### src/rtl/bsg_fifo_1rw_bank_sched.sv
// Scheduler for a two-bank 1RW-SRAM FIFO where each bank feeds a 2-entry small FIFO.
// Owns pointers, counts and small-FIFO credits; picks bypass, write or read per bank per cycle.
module bsg_fifo_1rw_bank_sched #(
  parameter int unsigned els_p = 64,
  localparam int unsigned lg_bank_els_lp = (els_p / 2 > 1) ? $clog2(els_p / 2) : 1
) (
  input  logic                        clk_i,
  input  logic                        reset_i,
  input  logic                        v_i,
  output logic                        ready_o,
  output logic                        wr_bank_o,
  output logic [1:0]                  bank_v_o,
  output logic [1:0]                  bank_w_o,
  output logic [2*lg_bank_els_lp-1:0] bank_addr_o,
  output logic [1:0]                  sf_enq_o,
  output logic [1:0]                  sf_src_o,
  input  logic [1:0]                  sf_deq_i
);

  localparam int unsigned BankEls = els_p / 2;
  localparam int unsigned CntW    = $clog2(BankEls + 1);

  typedef logic [lg_bank_els_lp-1:0] addr_t;
  typedef logic [CntW-1:0]           cnt_t;

  localparam addr_t LastAddr = addr_t'(BankEls - 1);
  localparam cnt_t  CntFull  = cnt_t'(BankEls);

  logic       wr_bank_q, wr_bank_d;
  addr_t      wptr_q   [2];
  addr_t      wptr_d   [2];
  addr_t      rptr_q   [2];
  addr_t      rptr_d   [2];
  cnt_t       cnt_q    [2];
  cnt_t       cnt_d    [2];
  logic [1:0] credit_q [2];
  logic [1:0] credit_d [2];
  logic [1:0] inflight_q, inflight_d;

  logic       acc;
  logic [1:0] byp_ok, arr, do_byp, do_wr, do_rd, issue;

  function automatic addr_t ptr_inc(input addr_t p);
    return (p == LastAddr) ? '0 : p + addr_t'(1);
  endfunction

  assign wr_bank_o = wr_bank_q;

  always_comb begin
    byp_ok      = '0;
    arr         = '0;
    do_byp      = '0;
    do_wr       = '0;
    do_rd       = '0;
    issue       = '0;
    bank_v_o    = '0;
    bank_w_o    = '0;
    bank_addr_o = '0;
    sf_enq_o    = '0;
    sf_src_o    = '0;
    inflight_d  = '0;
    for (int b = 0; b < 2; b++) begin
      wptr_d[b]   = wptr_q[b];
      rptr_d[b]   = rptr_q[b];
      cnt_d[b]    = cnt_q[b];
      credit_d[b] = credit_q[b];
      byp_ok[b]   = (cnt_q[b] == '0) && !inflight_q[b] && (credit_q[b] != 2'd0);
    end

    // Ready looks only at state so the upstream can't form a combinational loop through v_i.
    ready_o   = !reset_i && (byp_ok[wr_bank_q] || (cnt_q[wr_bank_q] != CntFull));
    acc       = v_i && ready_o;
    wr_bank_d = wr_bank_q ^ acc;

    for (int b = 0; b < 2; b++) begin
      arr[b]    = acc && (wr_bank_q == b[0]);
      do_byp[b] = arr[b] && byp_ok[b];
      do_wr[b]  = arr[b] && !byp_ok[b];
      do_rd[b]  = !reset_i && !arr[b] && (cnt_q[b] != '0) && (credit_q[b] != 2'd0);
      issue[b]  = do_byp[b] || do_rd[b];

      bank_v_o[b] = do_wr[b] || do_rd[b];
      bank_w_o[b] = do_wr[b];
      bank_addr_o[b*lg_bank_els_lp +: lg_bank_els_lp] = do_wr[b] ? wptr_q[b] : rptr_q[b];

      // A read returns one cycle later; bypass never overlaps it, so one enqueue per cycle.
      sf_enq_o[b] = !reset_i && (do_byp[b] || inflight_q[b]);
      sf_src_o[b] = inflight_q[b];

      if (do_wr[b]) begin
        wptr_d[b] = ptr_inc(wptr_q[b]);
        cnt_d[b]  = cnt_q[b] + cnt_t'(1);
      end else if (do_rd[b]) begin
        rptr_d[b] = ptr_inc(rptr_q[b]);
        cnt_d[b]  = cnt_q[b] - cnt_t'(1);
      end

      if (sf_deq_i[b] && !issue[b]) begin
        credit_d[b] = credit_q[b] + 2'd1;
      end else if (!sf_deq_i[b] && issue[b]) begin
        credit_d[b] = credit_q[b] - 2'd1;
      end

      inflight_d[b] = do_rd[b];
    end
  end

  always_ff @(posedge clk_i or posedge reset_i) begin
    if (reset_i) begin
      wr_bank_q  <= 1'b0;
      inflight_q <= '0;
      for (int b = 0; b < 2; b++) begin
        wptr_q[b]   <= '0;
        rptr_q[b]   <= '0;
        cnt_q[b]    <= '0;
        credit_q[b] <= 2'd2;
      end
    end else begin
      wr_bank_q  <= wr_bank_d;
      inflight_q <= inflight_d;
      for (int b = 0; b < 2; b++) begin
        wptr_q[b]   <= wptr_d[b];
        rptr_q[b]   <= rptr_d[b];
        cnt_q[b]    <= cnt_d[b];
        credit_q[b] <= credit_d[b];
      end
    end
  end

  for (genvar gb = 0; gb < 2; gb++) begin : g_chk
    // A dequeue from an already-empty small FIFO means the consumer is out of sync.
    credit_overflow_a: assert property (@(posedge clk_i) disable iff (reset_i)
        !(sf_deq_i[gb] && (credit_q[gb] == 2'd2)));
  end

endmodule
### config.mk
export PLATFORM = sky130hd
export DESIGN_NAME = bsg_fifo_1rw_bank_sched
export DESIGN_NICKNAME = d
export VERILOG_FILES = /design/src/rtl/bsg_fifo_1rw_bank_sched.sv
export SDC_FILE = /design/constraint.sdc
export NUM_CORES = 1
export LEC_CHECK = 0
export ABC_AREA = 0
export CAP_MARGIN = 20
export CORE_MARGIN = 3
export CORE_UTILIZATION = 53
export DETAILED_ROUTE_END_ITERATION = 10
export PLACE_DENSITY = 0.86
export SLEW_MARGIN = 20
export SYNTH_ARGS = -nofsm -noshare
export SYNTH_HDL_FRONTEND = slang
export SYNTH_SLANG_ARGS = --single-unit
### constraint.sdc
create_clock -name clk_i -period 7.7 [get_ports clk_i]
set_input_delay 0.77 -clock clk_i [delete_from_list [all_inputs] [get_ports clk_i]]
set_output_delay 0.77 -clock clk_i [all_outputs]
set_load 0.02 [all_outputs]
# After elaboration in Yosys (flattened, before gate mapping)
# Index checks and enable logic that the tools add are counted.
# classes
add_sub_neg	12
n_bitwise	5
mux	19
n_reduce_logical	54
n_eq_ne	5
n_lt_le_gt_ge	2
# op_table
cell	count
$mux 6	7
$mux 5	6
$logic_and 1x1->1	24
$add 5x1->5 const B	4
$eq 5x5->1 const B	4
$add 6x1->6 const B	2
$logic_not 6->1	2
$reduce_bool 2->1	6
$reduce_bool 6->1	2
$sub 6x1->6 const B	2
$logic_not 1->1	11
$mux 2	4
$logic_or 1x1->1	7
$ne 6x6->1 const B	1
$add 2x1->2 const B	2
$reduce_and 2->1	2
$sub 2x1->2 const B	2
$not 1->1	3
$ge 2x2->1 const B	1
$lt 1x2->1 const B	1
$mux 1	2
$not 1->2	1
$xor 1x1->1	1
# word_totals
ff_bits	39
elab_cells	107
input_bits	5

# Longest topological paths before layout
# Gate-level depths: netlist of the first run.
# logic_depth
ltp_word	17
mapped_depth	13
depth_no_buf	12

# Least setup slack after synthesis of the first run
# Ideal clock, no wire load.
# synth_timing
path_kind	input to register
from	input reset_i
to	register cnt_q[11] (netlist name)
required_time_ps	7596
path_buffers	2
stages	11
setup_time_ps	104
arrival_ps	3910
setup_slack_ps	3687
path_cell_list	clkbuf_1 > a311oi_1 > and2_1 > ha_1 > o41ai_4 > buf_4 > ha_1 > and3_1 > a2111o_1 > o31a_1 > a221oi_1
# synth_via
elab_chain_len	9
# synth_rtl
item	line_no	source
from (decl)	8	input logic reset_i,
$logic_not 1->1 (no line) *	--	
$logic_and 1x1->1 *	71	ready_o = !reset_i && (byp_ok[wr_bank_q] || (cnt_q[wr_bank_q] != CntFull));
named net ready_o	10	output logic ready_o,
$logic_and 1x1->1 *	72	acc = v_i && ready_o;
$logic_and 1x1->1 *	76	arr[b] = acc && (wr_bank_q == b[0]);
$logic_not 1->1	79	do_rd[b] = !reset_i && !arr[b] && (cnt_q[b] != '0) && (credit_q[b] != 2'd0);
$logic_and 1x1->1 (3 in a row)	79	
$reduce_bool 2->1 (no line)	--	
to (signal, indexed assignment)	124	cnt_q[b] <= cnt_d[b];
to (decl)	34	cnt_t cnt_q [2];
# The timed path passes the listed nets; every way through them passes the cells marked *.
# A chain may end at the register's enable or synchronous reset.

# Final worst setup path of the first run
# layout_timing
from	input reset_i
to	output bank_v_o[0]
# layout_via
elab_chain_len	9
# layout_rtl
item	line_no	source
$logic_not 1->1 (no line) *	--	
$logic_and 1x1->1	71	
$logic_and 1x1->1	72	
$logic_and 1x1->1	76	
$logic_not 1->1	79	
$logic_and 1x1->1 (3 in a row)	79	
$logic_or 1x1->1 *	82	bank_v_o[b] = do_wr[b] || do_rd[b];
to (decl)	12	output logic [1:0] bank_v_o,
# Mark *: on every way between the ends. The rest lies on a longest branch, timed or not.

==> results of run 1 <==
## final timing paths
kind                            cells after the start          end  slack, ns  startpoint
worst max register to register                     12    cnt_q[11]       3.76    cnt_q[1]
max in group asynchronous                           3  credit_q[3]       6.05     reset_i
worst min-delay path                                2    rptr_q[4]       0.53   rptr_q[4]
min in group asynchronous                           2  credit_q[0]       0.91     reset_i
worst min register to register                      2    rptr_q[4]       0.53   rptr_q[4]
worst max-delay path                                7  bank_v_o[0]       3.47     reset_i
## per-stage QoR
step / worst slack (ns) / cells / total power [mW] / instance area [um2] / hold WS (ns)
finish: 3.47 / 323 / 1.27 / 2950 / 0.527
global route: 3.26 / 323 / 1.37 / 2950 / 0.559
CTS: 3.47 / 321 / 1.27 / 2940 / 0.531
detailed placement: 3.42 / 313 / 1.09 / 2830 / 0.511
global placement: 3.58 / 313 / 1.06 / 2830 / 0.497
floorplan: 3.69 / 240 / 0.903 / 2540 / 0.469
## worst max-delay path: cells and delay by family
kind | cells | cell delay, ns
AOI/OAI and AO/OA | 3 | 0.90
buffers and inverters | 2 | 1.26
and+or+nand+nor | 1 | 0.20
adders and majority gates | 1 | 0.32
## power by group
group          internal, mW  leakage, nW  total (mW)  switching (mW)
Sequential            0.307        0.456       0.415           0.108
Combinational         0.347        0.833       0.687           0.340
Clock                0.0969       0.0524       0.165          0.0681
## layer usage
layer	part of all wire [%]	track usage, %
met5	0	0
met4	1.1	5.24
met3	3.0	3.74
met2	50	30.3
met1	46	24.6
## flip-flops by register name, indices dropped and copies added (netlist names)
name and flops:
credit_q 4, cnt_q 12, sf_src_o 2, wr_bank_o 1, rptr_q 10, wptr_q 10
## placed cells by master, fill, tap and decap left out, types with 5 or more instances in the layout
cell / n
ha_1: 21
dfrtp_1: 37
nand3_1: 5
xnor2_1: 6
nor3_1: 7
a21oi_1: 7
a21o_1: 7
or2_2: 6
mux2_2: 18
inv_1: 13
nand2_1: 14
o21ai_0: 12
and3_1: 6
clkbuf_8: 5
xor2_1: 7
nor2_1: 13
clkdlybuf4s50_1: 24
## cell type report
type | count | area, um2 | area share (%)
inverter | 14 | 52.6 | 1.78
tap | 52 | 65.1 | 2.20
multi-input combinational | 183 | 1490 | 50.3
clock buffer | 7 | 76.3 | 2.58
clock inverter | 1 | 30.0 | 1.02
timing repair buffer | 27 | 267 | 9.02
sequential | 39 | 978 | 33.1
## kinds of logic after synthesis
family,count (synthesis),synth area share (%)
buffers and inverters,18,3.10
AO/OA/AOI/OAI,50,15.4
XOR/XNOR,13,4.48
adder cells (fa/ha/maj),23,11.9
AND/OR/NAND/NOR,75,16.3
flip-flops,39,38.5
multiplexers,22,10.3
==> run_results.csv, run 1 <==
group,metric,value,unit
outcome,status,"finished, final reports clean",
min_path,hp-class,"reg2reg",
layout,drive_gt1_share,18.5,%
yosys,synth_top_cell_by_area,"dfrtp_1",
timing,setup_viol,0,
cts,h-tree-depth,2,
timing,skew,0.00623,ns
worst_setup_path,crit_type,"in2out",
layout,num_antenna_cells,0,
yosys,ys_ff_latch,39,
cts,cts_made_buffers,5,
yosys,synth_area_leaders,"dfrtp_1 36%, ha_1 10%, mux2_2 8.0%, xor2_1 2.4%, o21ai_0 2.4%",
yosys,synth_edf_count,0,
floorplan,rows,24,
yosys,ys_types,51,
route,drc,0,
route,wl_per_cell,15.1,um
yosys,synth_nets,268,
timing,relSlewSlack,51.0,%
floorplan,die_x,75.3,um
yosys,yosysWarnings,0,
yosys,netlist.area_leader.share,36.4,%
floorplan,start_util,56.4,%
timing,min_period_over_period,54.9,%
global_routing,grt_remaining_overflow,0,
yosys,synth-seq-area-share,38.5,%
timing,finalSetupTns,0,ns
worst_setup_path,cp.arrival,3.46,ns
timing,max_freq,0.236,GHz
worst_setup_path,cp-end-kind,"output port",
global_routing,grt_max_degree,35,
power_and_ir_drop,cellPowerDensity,429,nW/um2
yosys,yosys-top-cells-count,"37 x dfrtp_1, 21 x ha_1, 18 x mux2_2, 14 x nand2_1",
cts,cts_buffer_depth,2,
route,viasPerCell,5.90,
floorplan,die_area,5660,um2
worst_setup_path,cp_slowest_cell,"clkdlybuf4s50_1",
place,dp_hpwl,3560,um
route,drtIter0Drc,121,
power_and_ir_drop,vdd_drop_max,186,uV
place,numPortBuffers,24,
cts,insertion_delay,0.29,ns
worst_setup_path,critPathLaunchType,"primary input",
cts,cts_resized,0,
yosys,syn_inst,240,
global_routing,grt_pass1_wl,7980,um
timing,hold_viol,0,
worst_setup_path,cp_cell_sequence,"clkdlybuf4s50_1 > a311oi_1 > and2_1 > ha_1 > a21oi_1 > o21ai_1 > clkdlybuf4s50_1",
layout,fin_util,65.6,%
timing,tightest_slew,0.732,ns
cts,post_cts_buffers,0,
cts,tritoncts,"yes",
layout,area_growth,16.2,%
floorplan,fp.dieH,75.3,um
layout,nNetsFinal,298,
cts,cts.hold.buffers_added,0,
cts,clkTransAtPathRegs,0.07,ns
place,place.gp.congestion,0.873,
route,ant_nets,0,
cts,cts_root_buf,"clkbuf_8",
yosys,ys.flop_type,"dfrtp_1",
yosys,synthArstFlopShare,100,%
worst_setup_path,required,6.93,ns
yosys,syn_avg_cell_area,10.6,um2
global_routing,grt_pass1_vias,1781,
worst_setup_path,crit_path_max_fanout,8,
layout,nFillCells,333,
route,via_count,1906,
floorplan,io_pins,25,
global_routing,antenna_found_initial,0,
cts,clock_sinks,39,
timing,period_needed,4.23,ns
yosys,netlist_area,2540,um2
yosys,yosysMostFrequentCell,"dfrtp_1",
timing,rsz0062_at_grt,"no",
worst_setup_path,critPathMostFrequentCell,"clkdlybuf4s50_1",
global_routing,grt_usage,18.4,%
route,first_pass_iters,4,
worst_setup_path,max_stage_delay,0.72,ns
flow_run,drv_cap,0,
timing,maxSlewViolCount,0,
power_and_ir_drop,p_leak,1.34,nW
floorplan,core,4500,um2
route,totalWireLength,4860,um
No activity file was read; power rests on OpenSTA's default activity.
==> run 2: changes to the inputs <==
==> constraint.sdc (replaced) <==
create_clock -name clk_i -period 4.27 [get_ports clk_i]
set_input_delay 0.427 -clock clk_i [delete_from_list [all_inputs] [get_ports clk_i]]
set_output_delay 0.427 -clock clk_i [all_outputs]
set_load 0.02 [all_outputs]
==> run_results.csv, run 2 (synthesis gave the netlist of run 1 again) <==
group,metric,value,unit
route,viasPerCell,5.76,
worst_setup_path,cp-end-kind,"output port",
place,dp_hpwl,3460,um
worst_setup_path,required,3.84,ns
layout,nFillCells,337,
timing,finalSetupTns,0,ns
floorplan,die_x,75.3,um
place,place.gp.congestion,0.869,
cts,cts_resized,0,
worst_setup_path,critPathCapture,"bank_addr_o[9]",
timing,setup_viol,0,
worst_setup_path,critPathLaunchType,"register",
floorplan,core,4500,um2
timing,maxSlewViolCount,0,
timing,period_needed,3.99,ns
cts,h-tree-depth,2,
layout,regMostFlops,"cnt_q",
cts,cts_root_buf,"clkbuf_8",
cts,clkTransAtPathRegs,0.09,ns
power_and_ir_drop,p_comb_share,53.7,%
global_routing,grt_pass1_vias,1760,
route,drtIter0Drc,104,
outcome,status,"finished, final reports clean",
timing,min_period_over_period,93.4,%
power_and_ir_drop,p_clk_share,13.7,%
power_and_ir_drop,cellPowerDensity,769,nW/um2
cts,cts_made_buffers,5,
place,dp_slack,0.345,ns
timing,tightest_slew,0.882,ns
worst_setup_path,crit_path_max_fanout,13,
global_routing,grt_usage,18.1,%
route,ant_nets,0,
worst_setup_path,crit_start,"cnt_q[1]",
floorplan,rows,24,
power_and_ir_drop,p_switching,0.926,mW
worst_setup_path,rr_worst_depth,12,
global_routing,grt_pass1_wl,7950,um
route,drc,0,
layout,area_growth,16.4,%
place,numPortBuffers,24,
worst_setup_path,r2r_end,"cnt_q[11]",
floorplan,io_pins,25,
cts,insertion_delay,0.30,ns
worst_setup_path,crit_type,"reg2out",
cts,cts.hold.buffers_added,0,
floorplan,fp.dieH,75.3,um
power_and_ir_drop,swShare,40.7,%
layout,num_antenna_cells,0,
timing,rsz0062_at_grt,"no",
global_routing,grt_max_degree,28,
layout,drive_gt1_share,19.2,%
layout,layout_common_cells,"37 x dfrtp_1, 24 x clkdlybuf4s50_1, 21 x ha_1",
floorplan,die_area,5660,um2
layout,largest_registers,"cnt_q (12), rptr_q (10), wptr_q (10)",
floorplan,start_util,56.4,%
global_routing,met1_usage,24.3,%
route,totalWireLength,4640,um
cts,tritoncts,"yes",
worst_setup_path,reg2reg_setup_slack,0.38,ns
cts,cts_buffer_depth,2,
power_and_ir_drop,vdd_drop_max,353,uV
cts,clock_sinks,39,
timing,hold_viol,0,
global_routing,met3_usage,2.80,%
route,wl_per_cell,14.3,um
global_routing,antenna_found_initial,0,
route,first_pass_iters,4,
power_and_ir_drop,p_leak,1.35,nW
flow_run,drv_cap,0,
layout,nNetsFinal,298,
timing,skew,0.0110,ns
timing,relSlewSlack,41.0,%
layout,largest_register_ffs,12,
min_path,hp-class,"reg2reg",
layout,final_common_cell,"dfrtp_1",
timing,worst_slack,0.281,ns
worst_setup_path,cp.arrival,3.56,ns
global_routing,grt_remaining_overflow,0,
cts,post_cts_buffers,0,
worst_setup_path,rr_startpoint,"cnt_q[1]",
route,via_count,1862,
power_and_ir_drop,intPower,1.35,mW
global_routing,grt_use_met2,30.1,%
power_and_ir_drop,seqPwrFrac,32.5,%
timing,max_freq,0.251,GHz
global_routing,grt-busiest-layer,"met2",
run 2: changes by cell type in the layout (fill, tap and decap cells not counted), sizes merged:
cell	delta
clkinv	+2
clkbuf	-2
run 2: worst min-delay path by stage:
stage	from	endpoint	slack, ns	depth (start not counted)
after floorplan	rptr_q[4]	rptr_q[4]	0.47	2
after global placement	rptr_q[4]	rptr_q[4]	0.50	2
after detailed placement	rptr_q[4]	rptr_q[4]	0.52	2
after CTS	rptr_q[4]	rptr_q[4]	0.53	2
after global routing	credit_q[1]	credit_q[1]	0.55	1
final	rptr_q[4]	rptr_q[4]	0.53	2
run 2: power groups by stage:
stage	registers (mW)	logic, mW	clock network, mW
2_1_floorplan	0.709	0.920	0
3_3_place_gp	0.739	1.17	0
3_5_place_dp	0.745	1.22	0
4_1_cts	0.740	1.23	0.320
5_1_grt	0.777	1.37	0.334
6_report	0.741	1.22	0.313
run 2: area by class of cell:
cell class,count,area (um2),share of cell area (%)
clock inverters,3,43.8,1.48
repair buffers,27,267,9.00
well taps,52,65.1,2.20
multi-input cells,183,1490,50.2
inverters,14,52.6,1.78
flip-flops and latches,39,978,33.1
clock buffers,5,68.8,2.32
run 2: per-stage QoR:
step	instances	area (um2)	hold WS (ns)	total power, mW	utilization (%)
2_1_floorplan	240	2540	0.469	1.63	-
5_1_grt	323	2960	0.550	2.48	65.7
6_report	323	2960	0.534	2.28	65.7
3_5_place_dp	314	2840	0.515	1.97	63.0
3_3_place_gp	314	2840	0.496	1.91	63.0
4_1_cts	322	2950	0.534	2.29	65.5
run 2: per-layer routing:
layer  up-vias  share of wire [%]
li1        945                  -
met1       876                 48
met2        33                 47
met3         8                3.4
met4         0                1.4
met5         -                  0
run 2: critical path, stage by stage, from the launching register on:
cell and delay, ns:
dfrtp_1 0.41, or4_4 0.60, nor3_1 0.26, a311oi_1 0.12, and2_1 0.21, ha_1 0.30, o41ai_4 0.20, buf_4 0.29
mux2_2 0.34, clkdlybuf4s50_1 0.53
